<file path="src/rtl/mmc1_serial_ctrl.sv">
// MMC1 serial register loader and bank mapper: 5-bit shift loads from CPU writes, PRG/CHR/CIRAM/WRAM decode.
// Optional build macro: MMC1_WRAM_DISABLE_EN (prg[4] gates the WRAM chip enable).
module mmc1_serial_ctrl #(
  parameter logic [4:0] CTRL_RESET    = 5'h0C,
  parameter int         FILTER_CONSEC = 1
) (
  input  logic       ck,
  input  logic       nres,
  input  logic       cpu_rw,
  input  logic       cpu_romsel_n,
  input  logic       cpu_a13,
  input  logic       cpu_a14,
  input  logic       cpu_d0,
  input  logic       cpu_d7,
  input  logic       ppu_a10,
  input  logic       ppu_a11,
  input  logic       ppu_a12,
  output logic [3:0] prg_a,
  output logic [4:0] chr_a,
  output logic       ciram_a10,
  output logic       wram_ce_n
);

  logic [4:0] ctrl_q, ctrl_d;
  logic [4:0] chr0_q, chr0_d;
  logic [4:0] chr1_q, chr1_d;
  logic [4:0] prg_q, prg_d;
  logic [3:0] sr_q, sr_d;
  logic [2:0] cnt_q, cnt_d;
  logic       last_wr_q, last_wr_d;

  logic       filt_en;
  logic       wr;
  logic       acc;
  logic [4:0] commit_val;
  logic       wram_en;

  assign filt_en = (FILTER_CONSEC != 0);

  // A read-modify-write instruction writes twice in a row; only the first write counts.
  always_comb begin
    wr  = ~cpu_romsel_n & ~cpu_rw;
    acc = wr & ~(filt_en & last_wr_q);
  end

  assign commit_val = {cpu_d0, sr_q};

  always_comb begin
    ctrl_d    = ctrl_q;
    chr0_d    = chr0_q;
    chr1_d    = chr1_q;
    prg_d     = prg_q;
    sr_d      = sr_q;
    cnt_d     = cnt_q;
    last_wr_d = wr;
    if (acc) begin
      if (cpu_d7) begin
        sr_d   = 4'h0;
        cnt_d  = 3'd0;
        ctrl_d = ctrl_q | 5'h0C;
      end else if (cnt_q < 3'd4) begin
        sr_d[cnt_q[1:0]] = cpu_d0;
        cnt_d            = cnt_q + 3'd1;
      end else begin
        sr_d  = 4'h0;
        cnt_d = 3'd0;
        case ({cpu_a14, cpu_a13})
          2'b00:   ctrl_d = commit_val;
          2'b01:   chr0_d = commit_val;
          2'b10:   chr1_d = commit_val;
          default: prg_d  = commit_val;
        endcase
      end
    end
  end

  always_ff @(posedge ck) begin
    if (!nres) begin
      ctrl_q    <= CTRL_RESET;
      chr0_q    <= 5'h00;
      chr1_q    <= 5'h00;
      prg_q     <= 5'h00;
      sr_q      <= 4'h0;
      cnt_q     <= 3'd0;
      last_wr_q <= 1'b0;
    end else begin
      ctrl_q    <= ctrl_d;
      chr0_q    <= chr0_d;
      chr1_q    <= chr1_d;
      prg_q     <= prg_d;
      sr_q      <= sr_d;
      cnt_q     <= cnt_d;
      last_wr_q <= last_wr_d;
    end
  end

`ifdef MMC1_WRAM_DISABLE_EN
  assign wram_en = ~prg_q[4];
`else
  logic prg4_unused;
  assign prg4_unused = prg_q[4];
  assign wram_en     = 1'b1;
`endif

  always_comb begin
    case (ctrl_q[1:0])
      2'd0:    ciram_a10 = 1'b0;
      2'd1:    ciram_a10 = 1'b1;
      2'd2:    ciram_a10 = ppu_a10;
      default: ciram_a10 = ppu_a11;
    endcase

    // Modes 2/3 fix one 16K half and switch the other; modes 0/1 switch 32K.
    case (ctrl_q[3:2])
      2'd2:    prg_a = cpu_a14 ? prg_q[3:0] : 4'h0;
      2'd3:    prg_a = cpu_a14 ? 4'hF : prg_q[3:0];
      default: prg_a = {prg_q[3:1], cpu_a14};
    endcase

    if (ctrl_q[4]) chr_a = ppu_a12 ? chr1_q : chr0_q;
    else           chr_a = {chr0_q[4:1], ppu_a12};

    wram_ce_n = ~(cpu_romsel_n & cpu_a14 & cpu_a13 & wram_en);
  end

endmodule

</file>
<file path="config.mk">
export PLATFORM = sky130hd
export DESIGN_NAME = mmc1_serial_ctrl
export DESIGN_NICKNAME = d
export VERILOG_FILES = /design/src/rtl/mmc1_serial_ctrl.sv
export SDC_FILE = /design/constraint.sdc
export NUM_CORES = 1
export LEC_CHECK = 0
export ABC_AREA = 1
export CAP_MARGIN = 5
export CORE_MARGIN = 3
export CORE_UTILIZATION = 52
export CTS_BUF_LIST = sky130_fd_sc_hd__clkbuf_16
export CTS_CLUSTER_SIZE = 28
export DETAILED_ROUTE_END_ITERATION = 10
export PLACE_DENSITY = 0.79
export SYNTH_ARGS = -nofsm -noshare
export SYNTH_HDL_FRONTEND = slang
export SYNTH_SLANG_ARGS = --single-unit
</file>
<file path="constraint.sdc">
create_clock -name ck -period 1.1 [get_ports ck]
set_input_delay 0.165 -clock ck [delete_from_list [all_inputs] [get_ports ck]]
set_output_delay 0.165 -clock ck [all_outputs]
set_load 0.02 [all_outputs]
</file>
==> impl_metrics.json <==
{
  "min_period_over_period": 1.202,
  "fin_skew_ns": 0.007081,
  "min_period_ns": 1.322,
  "grt_max_degree": 20,
  "finalHoldViolations": 0,
  "power_density_nw_per_um2": 1086,
  "clk_path_buf_depth": 2,
  "ant_nets": 0,
  "yosysSeqAreaShare": 0.3837,
  "antenna_found_initial": 0,
  "drt_iter0_drc": 38,
  "initial_core_util": 0.5585,
  "seq_area_sq_um": 549.3,
  "hold_class": "primary input to register",
  "status": "complete, but fails checks",
  "tns_ns": -1.813,
  "cpPeakStageDelay_ns": 0.34,
  "synth-seq-cells": 27,
  "routedWlPerCell_um": 12.86,
  "clk_latency_ns": 0.27,
  "final_common_cell": "nand2_1",
  "die_y_um": 58.05,
  "die_area_sq_um": 3370,
  "cts_tree": "done",
  "final_cells": 284,
  "holdWs_ns": 0.2740,
  "die_x_um": 58.05,
  "numCtsBuffers": 3,
  "h-tree-depth": 1,
  "setup_ws_ns": -0.2218,
  "vias": 1468,
  "vdd_ir_drop_max_mv": 1.109,
  "root_buffer": "clkbuf_16",
  "core_area_sq_um": 2522,
  "rows": 18,
  "post-route-util": 0.8001,
  "firstDrtPassIters": 4,
  "path_class": "register to output pin",
  "required_ns": 0.94,
  "routed_wl_um": 3652,
  "fmax_mhz": 756.5,
  "grt_usage": 0.2360,
  "antennaDiodeCount": 0,
  "fillerInstances": 189,
  "routabilityCongestion": 0.8905,
  "max_cap_violations": 0,
  "layout.nets": 270,
  "netlist_instances": 206,
  "portBuffers": 21,
  "report.power.total_uw": 2192,
  "critPathArrivalTime_ns": 1.16,
  "final_cell_mix": "44 x nand2_1, 41 x nor2_1, 25 x buf_4, 22 x nand3_1, 20 x dfxtp_1",
  "report.final.slew_viol_count": 0,
  "drive_above_1_share": 0.3228,
  "path_clk_slew_ns": 0.07,
  "worstMarginPinSlew_ns": 0.2253,
  "avgViaCountPerCell": 5.169,
  "maxSlewHeadroom": 0.8498,
  "violations": "negative setup slack",
  "place_inst": 276,
  "multi_input_comb_area_sq_um": 853.3,
  "ys_types": 21,
  "finalSetupViolations": 10,
  "cts_hold_buffers": 0,
  "cts.sinks": 27,
  "rsz0062_at_grt": "yes",
  "io_pins": 22,
  "yosys_warnings": 0,
  "cp_cell_sequence": "nand2_4, mux2_4, buf_6",
  "end_kind": "output pin",
  "avgSynthCellArea_sq_um": 6.839,
  "area.growth.synth_to_final_pct": 43.25,
  "syn_nets": 221,
  "hpwl_um": 2398,
  "p_leak_uw": 0.0009288,
  "overflow": 0,
  "drc_errors": 0,
  "first_global_vias": 1410,
  "synth_area_sq_um": 1409,
  "path_max_fanout": 5,
  "startpoint_type": "register",
  "cp_slowest_cell": "dfxtp_2",
  "grt_pass1_wl_um": 6147
}
==> final timing paths <==
path | endpoint | start | depth (start not counted) | slack [ns]
worst max-delay path | chr_a[3] | ctrl_q[4] | 3 | -0.22
worst min register to register | sr_q[3] | sr_q[3] | 2 | 0.47
worst max register to register | chr1_q[4] | last_wr_q | 6 | 0.07
worst min-delay path | last_wr_q | cpu_rw | 2 | 0.27
==> power breakdown <==
group	switching, uW	total, uW	internal [uW]
Combinational	194	340	146
Clock	357	852	495
Sequential	8.27	999	991
==> area by class of cell <==
class,count,area share
repair buffers,46,0.1996
multi-input cells,153,0.4228
clock inverters,1,0.003720
inverters,24,0.04588
well taps,30,0.01860
flip-flops and latches,27,0.2722
clock buffers,3,0.03720
==> worst max-delay path: cells and delay by family (launching register included) <==
kind / cells / cell delay (ns)
buffers and inverters: 1 / 0.13
flip-flops: 1 / 0.34
AND/OR/NAND/NOR: 1 / 0.10
multiplexers: 1 / 0.31
==> cell usage after synthesis <==
library cell / count / share of area
nand2_1: 49 / 0.13
nor2_1: 45 / 0.12
dfxtp_1: 27 / 0.38
nand3_1: 25 / 0.089
inv_1: 22 / 0.059
nor2_4: 6 / 0.048
o21ai_0: 6 / 0.021
ha_1: 4 / 0.036
mux2_2: 4 / 0.032
a21oi_1: 3 / 0.011
inv_2: 2 / 0.0053
nand3_2: 2 / 0.014
nor3_1: 2 / 0.0071
o21bai_1: 2 / 0.011
buf_2: 1 / 0.0035
buf_4: 1 / 0.0053
clkbuf_1: 1 / 0.0027
nand2_4: 1 / 0.0080
nand4_1: 1 / 0.0044
nor2_2: 1 / 0.0044
o31ai_1: 1 / 0.0053
==> logic make-up (layout without fill, tap and decap cells) <==
group | after synthesis | count (layout) | share of synthesized area
AOI/OAI and AO/OA | 12 | 12 | 0.04795
adders and majority gates | 4 | 4 | 0.03553
buffers and inverters | 27 | 74 | 0.07549
DFF | 27 | 27 | 0.3837
muxes | 4 | 4 | 0.03197
and+or+nand+nor | 132 | 133 | 0.4254
==> through the flow <==
step                      setup WS (ns)  area (sq um)
after floorplan                 0.04742          1409
after global placement          -0.7299          1805
after detailed placement        -0.7373          1805
after CTS                       -0.2291          1978
after global routing            -0.2545          2018
final                           -0.2218          2018
==> repair_timing <==
action                                  4_1_cts  5_1_grt
endpoints found under the hold margin         0        0
endpoints found under the setup margin       36       35
gates resized for setup                     103       11
pin swaps                                     6       11
buffers inserted                              2        1
cloned                                        1        0
==> per-layer routing <==
metal  part of all wire  GRT usage
met3              0.041    0.03786
met5                  0          0
met2               0.51     0.4323
met4              0.017    0.07947
met1               0.43     0.2765
==> flip-flops by register name, indices dropped and copies added, names as in the netlist <==
| name | cells |
|---|---|
| ctrl_q | 5 |
| last_wr_q | 1 |
| sr_q | 4 |
| cnt_q | 3 |
| chr0_q | 5 |
| chr1_q | 5 |
| prg_q | 4 |
Note: power is estimated with default switching activity, not from simulation.
